--- config.mk ---
export PLATFORM = sky130hd
export DESIGN_NAME = inst_fetch_queue_flat
export DESIGN_NICKNAME = d
export VERILOG_FILES = /design/src/rtl/inst_fetch_queue_if.sv /design/src/rtl/inst_fetch_queue.sv /design/src/flat_wrapper.sv
export SDC_FILE = /design/constraint.sdc
export NUM_CORES = 1
export LEC_CHECK = 0
export BUFFER_PORTS_ARGS = -buffer_cell sky130_fd_sc_hd__buf_2
export CAP_MARGIN = 20
export CORE_UTILIZATION = 50
export CTS_CLUSTER_SIZE = 12
export DETAILED_ROUTE_END_ITERATION = 8
export GPL_ROUTABILITY_DRIVEN = 1
export GPL_TIMING_DRIVEN = 0
export PLACE_DENSITY = 0.71
export SYNTH_ARGS = -nofsm -noshare
export SYNTH_HDL_FRONTEND = slang
export SYNTH_SLANG_ARGS = --single-unit
export TNS_END_PERCENT = 20
--- constraint.sdc ---
create_clock -name clk -period 9.41 [get_ports clk]
set_input_delay 1.882 -clock clk [delete_from_list [all_inputs] [get_ports clk]]
set_output_delay 1.882 -clock clk [all_outputs]
set_load 0.05 [all_outputs]
--- src/rtl/inst_fetch_queue_if.sv ---
// Fetch-to-decode bundle: fetch pair, stall/flush, decode handshake.
// master = fetch/decode side, slave = the queue.
interface inst_fetch_queue_if #(
    parameter int DEPTH  = 4,
    parameter int ADDR_W = 32,
    parameter int INST_W = 32
);
    localparam int CNT_W = $clog2(DEPTH + 1);

    logic              if_ce_i;
    logic [ADDR_W-1:0] if_pc_i;
    logic [INST_W-1:0] if_inst_i;
    logic              if_stall_o;
    logic              flush_i;
    logic              id_valid_o;
    logic [ADDR_W-1:0] id_pc_o;
    logic [INST_W-1:0] id_inst_o;
    logic              id_ready_i;
    logic [CNT_W-1:0]  count_o;

    modport master (
        output if_ce_i, if_pc_i, if_inst_i, flush_i, id_ready_i,
        input  if_stall_o, id_valid_o, id_pc_o, id_inst_o, count_o
    );

    modport slave (
        input  if_ce_i, if_pc_i, if_inst_i, flush_i, id_ready_i,
        output if_stall_o, id_valid_o, id_pc_o, id_inst_o, count_o
    );
endinterface

--- src/rtl/inst_fetch_queue.sv ---
// Circular {pc, inst} FIFO between fetch and decode.
// Stall is driven from the registered count only, never from id_ready.
module inst_fetch_queue #(
    parameter int DEPTH  = 4,
    parameter int ADDR_W = 32,
    parameter int INST_W = 32
) (
    input  logic                clk,
    input  logic                rst,
    inst_fetch_queue_if.slave   bus
);
    localparam int PTR_W = $clog2(DEPTH);
    localparam int CNT_W = $clog2(DEPTH + 1);

    logic [ADDR_W-1:0] pc_mem_q   [DEPTH];
    logic [INST_W-1:0] inst_mem_q [DEPTH];

    logic [PTR_W-1:0] wr_ptr_q, wr_ptr_d;
    logic [PTR_W-1:0] rd_ptr_q, rd_ptr_d;
    logic [CNT_W-1:0] count_q, count_d;

    logic full, empty, push, pop;

    always_comb begin
        full  = (count_q == CNT_W'(DEPTH));
        empty = (count_q == '0);
        push  = bus.if_ce_i && !full && !bus.flush_i;
        pop   = !empty && bus.id_ready_i && !bus.flush_i;

        wr_ptr_d = wr_ptr_q;
        rd_ptr_d = rd_ptr_q;
        count_d  = count_q;
        if (bus.flush_i) begin
            wr_ptr_d = '0;
            rd_ptr_d = '0;
            count_d  = '0;
        end else begin
            if (push) wr_ptr_d = wr_ptr_q + PTR_W'(1);
            if (pop)  rd_ptr_d = rd_ptr_q + PTR_W'(1);
            count_d = count_q + CNT_W'(push) - CNT_W'(pop);
        end
    end

    always_ff @(posedge clk) begin
        if (rst) begin
            wr_ptr_q <= '0;
            rd_ptr_q <= '0;
            count_q  <= '0;
        end else begin
            wr_ptr_q <= wr_ptr_d;
            rd_ptr_q <= rd_ptr_d;
            count_q  <= count_d;
        end
    end

    // Storage is left unreset; the count alone qualifies its contents.
    always_ff @(posedge clk) begin
        if (!rst && push) begin
            pc_mem_q[wr_ptr_q]   <= bus.if_pc_i;
            inst_mem_q[wr_ptr_q] <= bus.if_inst_i;
        end
    end

    always_comb begin
        bus.if_stall_o = full;
        bus.id_valid_o = !empty;
        bus.count_o    = count_q;
        bus.id_pc_o    = '0;
        bus.id_inst_o  = '0;
        if (!empty) begin
            bus.id_pc_o   = pc_mem_q[rd_ptr_q];
            bus.id_inst_o = inst_mem_q[rd_ptr_q];
        end
    end
endmodule

--- src/flat_wrapper.sv ---
// flat-port wrapper written by rule: the top's interface ports become plain ports
module inst_fetch_queue_flat 
#(
    parameter int DEPTH  = 4,
    parameter int ADDR_W = 32,
    parameter int INST_W = 32
)
  (clk, rst, bus_if_ce_i, bus_if_pc_i, bus_if_inst_i, bus_flush_i, bus_id_ready_i, bus_if_stall_o, bus_id_valid_o, bus_id_pc_o, bus_id_inst_o, bus_count_o);
  inst_fetch_queue_if #(.DEPTH(DEPTH), .ADDR_W(ADDR_W), .INST_W(INST_W)) bus_i ();
  input  logic clk;
  input  logic rst;
  input wire logic [$bits(bus_i.if_ce_i)-1:0] bus_if_ce_i;
  input wire logic [$bits(bus_i.if_pc_i)-1:0] bus_if_pc_i;
  input wire logic [$bits(bus_i.if_inst_i)-1:0] bus_if_inst_i;
  input wire logic [$bits(bus_i.flush_i)-1:0] bus_flush_i;
  input wire logic [$bits(bus_i.id_ready_i)-1:0] bus_id_ready_i;
  output wire logic [$bits(bus_i.if_stall_o)-1:0] bus_if_stall_o;
  output wire logic [$bits(bus_i.id_valid_o)-1:0] bus_id_valid_o;
  output wire logic [$bits(bus_i.id_pc_o)-1:0] bus_id_pc_o;
  output wire logic [$bits(bus_i.id_inst_o)-1:0] bus_id_inst_o;
  output wire logic [$bits(bus_i.count_o)-1:0] bus_count_o;
  assign bus_i.if_ce_i = bus_if_ce_i;
  assign bus_i.if_pc_i = bus_if_pc_i;
  assign bus_i.if_inst_i = bus_if_inst_i;
  assign bus_i.flush_i = bus_flush_i;
  assign bus_i.id_ready_i = bus_id_ready_i;
  assign bus_if_stall_o = bus_i.if_stall_o;
  assign bus_id_valid_o = bus_i.id_valid_o;
  assign bus_id_pc_o = bus_i.id_pc_o;
  assign bus_id_inst_o = bus_i.id_inst_o;
  assign bus_count_o = bus_i.count_o;
  inst_fetch_queue #(.DEPTH(DEPTH), .ADDR_W(ADDR_W), .INST_W(INST_W)) u_core (.clk(clk), .rst(rst), .bus(bus_i));
endmodule
## Word level (Yosys, flattened, before mapping)

Memory sizes are Yosys's and may differ from the RTL's. A register that Yosys moved wholly into a read port is not among the register bits.
Index checks and enable logic that the tools add are counted.

| storage, ports and cells | value |
|---|---|
| flip-flop bits (word level) | 7 |
| memory bits (writable) | 256 |
| bits of input ports | 69 |
| memories | 2 |

Memory list:

| name | depth | width | rd ports | clocked after memory_dff | write ports | line | text |
|---|---|---|---|---|---|---|---|
| u_core.inst_mem_q | 4 | 32 | 1 | 1 | 1 | inst_fetch_queue.sv:16 | `logic [INST_W-1:0] inst_mem_q [DEPTH];` |
| u_core.pc_mem_q | 4 | 32 | 1 | 1 | 1 | inst_fetch_queue.sv:15 | `logic [ADDR_W-1:0] pc_mem_q [DEPTH];` |

| operators by class | value |
|---|---|
| add/subtract/negate cells | 4 |
| equal/unequal tests | 1 |
| mux-type cells | 8 |
| reduce and logical (&&, ||, !) cells | 11 |

Operators with widths:

| operator | number |
|---|---|
| 32-bit 2-to-1 mux | 2 |
| 2-bit 2-to-1 mux | 4 |
| 1-bit logical AND | 5 |
| 2-bit by 1-bit adder with 2-bit output (second input constant) | 2 |
| 1-bit zero test | 4 |
| 3-bit by 1-bit adder with 3-bit output | 1 |
| 3-bit equality test (second input constant) | 1 |
| 3-bit zero test | 1 |
| 3-bit by 1-bit subtractor with 3-bit output | 1 |
| 1-bit 2-to-1 mux | 2 |
| 2-bit OR reduction | 1 |

## Logic depth before layout (Yosys ltp)

Gate-level depths: netlist of run 1.

| logic depth | value |
|---|---|
| word-level depth | 7 |
| depth in mapped cells | 9 |
| depth with buffers taken out | 9 |

## Worst setup path before layout of run 1

Ideal clock, no wire load.

| timing path | value |
|---|---|
| path kind | input to register |
| start point | input port bus_if_ce_i |
| end point | memory u_core.inst_mem_q[1][0], enable pin |
| arrival time | 7,057 ps |
| setup slack | 1,775 ps |
| cell stages on the path | 4 |
| cells stage by stage | inv_1 a311o_1 buf_2 nor3b_1 |

| between the ends | value |
|---|---|
| cells in the longest elaborated chain, start to end | 5 |

Ends and longest elaborated chain:

| what | line | text |
|---|---|---|
| start: declaration | flat_wrapper.sv:12 | `input wire logic [$bits(bus_i.if_ce_i)-1:0] bus_if_ce_i;` |
| 1-bit logical AND (2 in a row) | inst_fetch_queue.sv:27 | `push = bus.if_ce_i && !full && !bus.flush_i;` |
| 1-bit logical AND | inst_fetch_queue.sv:58 | `if (!rst && push) begin` |
| 1-bit 2-to-1 mux | inst_fetch_queue.sv:58 |  |
| 1-bit 2-to-1 mux (not written as such) | inst_fetch_queue.sv:60 | `inst_mem_q[wr_ptr_q] <= bus.if_inst_i;` |
| end: declaration | inst_fetch_queue.sv:16 |  |

Every way passes these cells.

## Final worst setup path of run 1

| timing path | value |
|---|---|
| start point | register u_core.count_q[1], in the netlist u_core.bus.count_o[1] |
| end point | output port bus_id_pc_o[17] |

| between the ends | value |
|---|---|
| cells in the longest elaborated chain, start to end | 2 |

Ends and longest elaborated chain:

| what | line | text |
|---|---|---|
| start: declaration | inst_fetch_queue.sv:20 | `logic [CNT_W-1:0] count_q, count_d;` |
| start signal: assignment | inst_fetch_queue.sv:52 | `count_q <= count_d;` |
| 3-bit zero test | inst_fetch_queue.sv:26 | `empty = (count_q == '0);` |
| 32-bit 2-to-1 mux | inst_fetch_queue.sv:70 | `if (!empty) begin` |
| end: declaration | flat_wrapper.sv:19 | `output wire logic [$bits(bus_i.id_pc_o)-1:0] bus_id_pc_o;` |

Every way passes these cells.

==> results_dict.tcl, run 1 <==
set metrics [dict create \
    drv_slew 0 \
    timing_hold_violations_final 0 \
    grt_util_all_layers_pct 18.2 \
    rsz0062_at_grt "no" \
    cp-start-kind "flop" \
    tns_ns 0 \
    synth_fa_ha_area_share_pct 0.930 \
    synthDominantCellAreaShare_pct 75.1 \
    fin_hold_ws_ns 0.520 \
    critPathArrivalTime_ns 2.55 \
    fin_nets 727 \
    setup_viol 0 \
    syn_to_final_growth_pct 20.4 \
    cts_resized 0 \
    endpoint_kind "primary output" \
    relSlewSlack_pct 43.3 \
    post-cts-setup-buffers 0 \
    postCtsHoldBufs 0 \
    hpwl_um 12300 \
    via_per_inst 5.28 \
    final_cell_mix "edfxtp_1 (256), buf_2 (143), and2_1 (66)" \
    criticalPathCategory "reg2out" \
    vias 4911 \
    outcome "finished clean" \
    grt_max_degree 14 \
    synth_top_cell_by_area "edfxtp_1" \
    ir_drop_mv 0.141 \
    final_common_cell "edfxtp_1" \
    clk_path_buf_depth 3 \
    die_y_um 145 \
    synth_xor_area_share_pct 0.342 \
    io_pins 138 \
    synth_top_family_by_area "multiplexers" \
    rrSetupSlack_ns 6.77 \
    ys_top_cells_by_area "edfxtp_1 (75%), mux4_2 (13%), and2_1 (4.0%)" \
    skew_ns 0.00985 \
    p_sw_share_pct 21.1 \
    post-route-period-util_pct 47.1 \
    drtPass1Iterations 5 \
    hold_class "reg2reg" \
    avgSynthCellArea_um2 22.3 \
    synthSimpleGateAreaFrac_pct 4.87 \
    p_int_mw 1.88 \
    pre_cts_ws_ns 5.32 \
    yosysWarnings 0 \
    wire_per_inst_um 19.7 \
    clockRootBuffer "clkbuf_16" \
    leakage_nw 4.32 \
    clockPowerShare_pct 38.4 \
    cts_buffers 27 \
    fp.coreArea_um2 19800 \
    clk_latency_ns 0.52 \
    synth.cell_area_um2 10200 \
    fillers 1402 \
    die_area_um2 21000 \
    cts_sinks 265 \
    drcViolationCount 0 \
    portBuffers 136 \
    clock.fmax_mhz 225 \
    synth-edff-count 256 \
    ys_async_sr_fraction_pct 0 \
    core.rowCount 51 \
    worst_pin_slew_ns 0.846 \
    drv_cap 0 \
    antenna_found_initial 1 \
    fin_ws_ns 4.97 \
    fin_crit_ns 4.44 \
    critPathMaxFanout 10 \
    ys_types 26 \
    drive_above_1_share_pct 41.1 \
    synth-seq-cells 265 \
    grt_pass1_vias 5363 \
    cts_tree "built" \
    yosysSeqAreaShare_pct 76.9 \
    fin_util_pct 62.3 \
    cts_max_level 1 \
    drt_wl_total_um 18300 \
    muxShareOfSynthArea_pct 14.4 \
    grt_pass1_wl_um 29500 \
    gr-total-overflow 0 \
    synth_compound_area_share_pct 0.257 \
    synthCells 458 \
    cp.required_ns 7.53 \
    comb_power_share_pct 6.6 \
    synth-main-ff-cell "edfxtp_1" \
    power.total_mw 2.38 \
    power_frac_seq_pct 55.1 \
    first_iter_violations 295 \
    die_x_um 145 \
    power_density_nw_per_um2 193 \
    clk_pin_slew_ns 0.06 \
    syn-num-nets 534 \
    start_util_pct 51.7 \
    routabilityCongestion 0.761 \
    antenna_left 0 \
    p_switching_mw 0.502 \
]
-- final cells by class --
class | instances | area, µm² | share of cell area, %
clock buffers | 35 | 706 | 5.73
multi-input cells | 162 | 2150 | 17.5
clock inverters | 7 | 35.0 | 0.284
repair buffers | 164 | 992 | 8.06
well taps | 265 | 332 | 2.69
plain buffers | 23 | 201 | 1.64
diodes | 1 | 2.50 | 0.0203
flip-flops and latches | 265 | 7870 | 63.9
inverters | 8 | 30.0 | 0.244
-- metrics by stage --
step / instance area (µm²) / instances
2_1_floorplan: 10200 / 458
3_3_place_gp: 11200 / 859
3_5_place_dp: 11600 / 887
4_1_cts: 12300 / 929
5_1_grt: 12300 / 929
6_report: 12300 / 930
-- power groups by stage --
stage | sequential, mW | clock (mW) | combinational [mW]
3_5_place_dp | 1.33 | 0 | 0.158
4_1_cts | 1.31 | 0.935 | 0.158
3_3_place_gp | 1.34 | 0 | 0.149
5_1_grt | 1.31 | 0.980 | 0.167
2_1_floorplan | 1.34 | 0 | 0.0988
6_report | 1.31 | 0.913 | 0.156
-- logic make-up (layout without fill, tap and decap cells) --
group | after synthesis | count (layout)
flops | 265 | 265
simple gates | 82 | 82
mux | 66 | 66
compound gates | 3 | 3
other cells | 0 | 1
fa+ha+maj | 7 | 7
buf+inv | 31 | 237
xor+xnor | 4 | 4
-- cells in the mapped netlist (6+ instances only) --
master    number
edfxtp_1     256
and2_1        66
mux4_2        60
dfxtp_1        9
clkbuf_1       8
buf_2          7
inv_1          7
buf_12         6
ha_1           6
-- per-layer routing --
metal / global-route usage (%) / vias up / share of wire, %
li1: - / 2241 / -
met1: 24.4 / 2499 / 42
met2: 30.3 / 149 / 50
met3: 4.12 / 22 / 7.0
met4: 4.41 / 0 / 1.5
met5: 0 / - / 0
-- final timing paths --
path / depth (start not counted) / start / to
max: 5 / u_core.bus.count_o[1]$_SDFF_PP0_ / bus_id_pc_o[17]
min: 2 / u_core.wr_ptr_q[1]$_SDFFE_PP0N_ / u_core.wr_ptr_q[1]$_SDFFE_PP0N_
max reg2reg: 7 / u_core.bus.count_o[1]$_SDFF_PP0_ / u_core.inst_mem_q[2][7]$_DFFE_PP_
min reg2reg: 2 / u_core.wr_ptr_q[1]$_SDFFE_PP0N_ / u_core.wr_ptr_q[1]$_SDFFE_PP0N_
-- sequential cells by signal (all words and copies together), names as in the netlist, named ones only --
| name | flops |
|---|---|
| u_core.inst_mem_q | 128 |
| u_core.pc_mem_q | 128 |
| u_core.bus.count_o | 3 |
| u_core.rd_ptr_q | 2 |
| u_core.wr_ptr_q | 2 |
-- critical path, stage by stage, from the launching register on --
cell      delay [ns]
dfxtp_1         0.46
or3_1           0.20
clkbuf_1        0.49
clkbuf_1        0.40
and2_1          0.22
buf_2           0.27
Note: power is estimated with default switching activity, not from simulation.
==> inputs of run 2 (changes only) <==
--- a/config.mk
+++ b/config.mk
@@ -5,6 +5,7 @@
 export SDC_FILE = /design/constraint.sdc
 export NUM_CORES = 1
 export LEC_CHECK = 0
+export ABC_AREA = 1
 export BUFFER_PORTS_ARGS = -buffer_cell sky130_fd_sc_hd__buf_2
 export CAP_MARGIN = 20
 export CORE_UTILIZATION = 50
==> constraint.sdc (replaced) <==
create_clock -name clk -period 4.6 [get_ports clk]
set_input_delay 0.92 -clock clk [delete_from_list [all_inputs] [get_ports clk]]
set_output_delay 0.92 -clock clk [all_outputs]
set_load 0.05 [all_outputs]
==> run 2 against run 1 <==
Compared with the run above: worst hold slack improved by 0.0074 ns; utilization decreased by 1.5 points; total power increased by 100%; cell count increased by 38%; combinational power increased by 100%; design area increased by 0.54%; via count increased by 37%; worst setup slack got worse by 3.6 ns; sequential power increased by 100%; sequential share of layout area decreased by 0.34 points; largest cell class unchanged.
==> results_dict.tcl, run 2 <==
set metrics [dict create \
    post-cts-setup-buffers 0 \
    via_per_inst 5.24 \
    grt_util_all_layers_pct 21.1 \
    ys_top_cells_by_area "edfxtp_1 (74%), nor2_1 (9.8%), o21ai_0 (5.7%)" \
    clk_pin_slew_ns 0.06 \
    endpoint_kind "primary output" \
    first_iter_violations 501 \
    drt_wl_total_um 22500 \
    fin_crit_ns 3.21 \
    avgSynthCellArea_um2 12.6 \
    start_util_pct 51.3 \
    synth.cell_area_um2 10400 \
    fp.coreArea_um2 20400 \
    setup_viol 0 \
    ys_async_sr_fraction_pct 0 \
    rsz0062_at_grt "no" \
    die_area_um2 21500 \
    fillers 1541 \
    synthSimpleGateAreaFrac_pct 10.6 \
    synth_fa_ha_area_share_pct 0.911 \
    synthTopCellsByCount "nor2_1 (272), edfxtp_1 (256), o21ai_0 (118)" \
    cts_buffers 27 \
    clockRootBuffer "clkbuf_16" \
    synthCells 829 \
    grt_pass1_wl_um 34600 \
    syn_to_final_growth_pct 18.6 \
    synth-seq-cells 265 \
    vias 6730 \
    synth-edff-count 256 \
    synth-main-ff-cell "edfxtp_1" \
    final_common_cell "nor2_1" \
    critPathMaxFanout 10 \
    final_cell_mix "nor2_1 (268), edfxtp_1 (256), buf_2 (151)" \
    gr-total-overflow 0 \
    cp_top_family "buffers and inverters" \
    cp.required_ns 3.68 \
    yosysWarnings 0 \
    relSlewSlack_pct 61.1 \
    core.rowCount 52 \
    hold_class "reg2reg" \
    cp-start-kind "flop" \
    max_stage_delay_ns 0.43 \
    drtPass1Iterations 5 \
    criticalPathCategory "reg2out" \
    fin_hold_ws_ns 0.528 \
    drive_above_1_share_pct 20.9 \
    hpwl_um 14000 \
    clk_path_buf_depth 3 \
    ir_drop_mv 0.314 \
    timing_hold_violations_final 0 \
    synth_top_family_by_area "simple AND/OR/NAND/NOR gates" \
    grt_pass1_vias 6529 \
    muxShareOfSynthArea_pct 0 \
    drv_cap 0 \
    leakage_nw 4.56 \
    synthMostInstantiatedCell "nor2_1" \
    die_y_um 146 \
    wire_per_inst_um 17.5 \
    cts_max_level 1 \
    clock.fmax_mhz 311 \
    power_density_nw_per_um2 392 \
    post-route-period-util_pct 69.8 \
    routabilityCongestion 0.735 \
    cp_num_buf_inv 4 \
    syn-num-nets 905 \
    antenna_left 0 \
    fin_nets 1079 \
    skew_ns 0.0106 \
    cts_sinks 265 \
    cts_tree "built" \
    layout.cells.non_filler 1285 \
    outcome "finished clean" \
    crit_chain "inv_2 > buf_4 > clkbuf_1 > o21ai_0 > a21oi_1 > buf_2" \
    portBuffers 137 \
    grt_max_degree 30 \
    postCtsHoldBufs 0 \
    yosysSeqAreaShare_pct 75.4 \
    worst_pin_slew_ns 0.582 \
    critPathArrivalTime_ns 2.29 \
    power.total_mw 4.85 \
    ys_types 20 \
    synthDominantCellAreaShare_pct 73.7 \
    drv_slew 0 \
    synth_compound_area_share_pct 9.35 \
    synth_top_cell_by_area "edfxtp_1" \
    slowest_stage "clkbuf_1" \
    cts_resized 0 \
    clk_latency_ns 0.51 \
    io_pins 138 \
    dp_cells 1244 \
    antenna_found_initial 4 \
    synth_xor_area_share_pct 0.0839 \
    drcViolationCount 0 \
    die_x_um 146 \
]
## run 2: cell count changes in the layout (fill, tap and decap cells not counted), sizes merged, moves of 3 or more
cell	delta
mux4	-64
o21ai	+128
and2	-66
inv	+14
nand2	+9
nor3b	-4
buf	+3
nor3	-3
nor2	+270
nand3	+3
a21oi	+67
## run 2: kinds of logic after synthesis
kind of cell	count (synthesis)
xor gates and xnor gates	1
AOI/OAI and AO/OA	195
DFF	265
adders and majority gates	7
and+or+nand+nor	291
buffers and inverters	70
## run 2: report_power, final
group | total [mW] | internal [mW] | switching, mW
sequential | 2.68 | 2.67 | 0.00682
clock | 1.85 | 1.05 | 0.799
combinational | 0.319 | 0.0775 | 0.242
## run 2: layout make-up
type / instances / area (µm²) / share of cell area, %
multi-input cells: 494 / 2210 / 17.9
clock buffers: 32 / 694 / 5.61
repair buffers: 145 / 846 / 6.83
well taps: 270 / 338 / 2.73
plain buffers: 47 / 299 / 2.41
clock inverters: 6 / 30.0 / 0.242
inverters: 23 / 86.3 / 0.697
diodes: 3 / 7.51 / 0.0606
flip-flops and latches: 265 / 7870 / 63.5
## run 2: path summary, 6_finish.rpt
kind                                    startpoint                               end  slack [ns]  cells past startpoint
setup / recovery                              flop                    bus_id_pc_o[1]        1.39                      6
setup reg to reg  u_core.bus.count_o[1]$_SDFF_PP0_  u_core.pc_mem_q[2][27]$_DFFE_PP_        2.26                      6
hold / removal     u_core.rd_ptr_q[1]$_SDFFE_PP0P_                              flop        0.53                      2
hold reg to reg    u_core.rd_ptr_q[1]$_SDFFE_PP0P_                              flop        0.53                      2
## run 2: worst reg2reg max path: cells and delay by family, from the launching register on
kind          cells  cell delay [ns]
flops             1             0.37
buf+inv           2             0.51
simple gates      4             1.12
## run 2: metal layers
metal	wire length (µm)	global-route usage (%)	share of wire, %	vias up
met2	10700	35.0	48	241
met4	420	5.52	1.9	4
li1	-	-	-	3269
met3	1500	3.88	6.7	36
met1	9840	28.9	44	3180
met5	25	0	0.11	-
## run 2: stage by stage
stage	setup WS, ns	cell area, µm²	util [%]	TNS, ns
finish	1.39	12400	60.8	0
global route	1.26	12400	60.8	0
CTS	1.37	12400	60.8	0
detailed placement	1.51	11700	57.2	0
global placement	-2.18	11500	56.3	-534.89
floorplan	0.101	10400	-	0
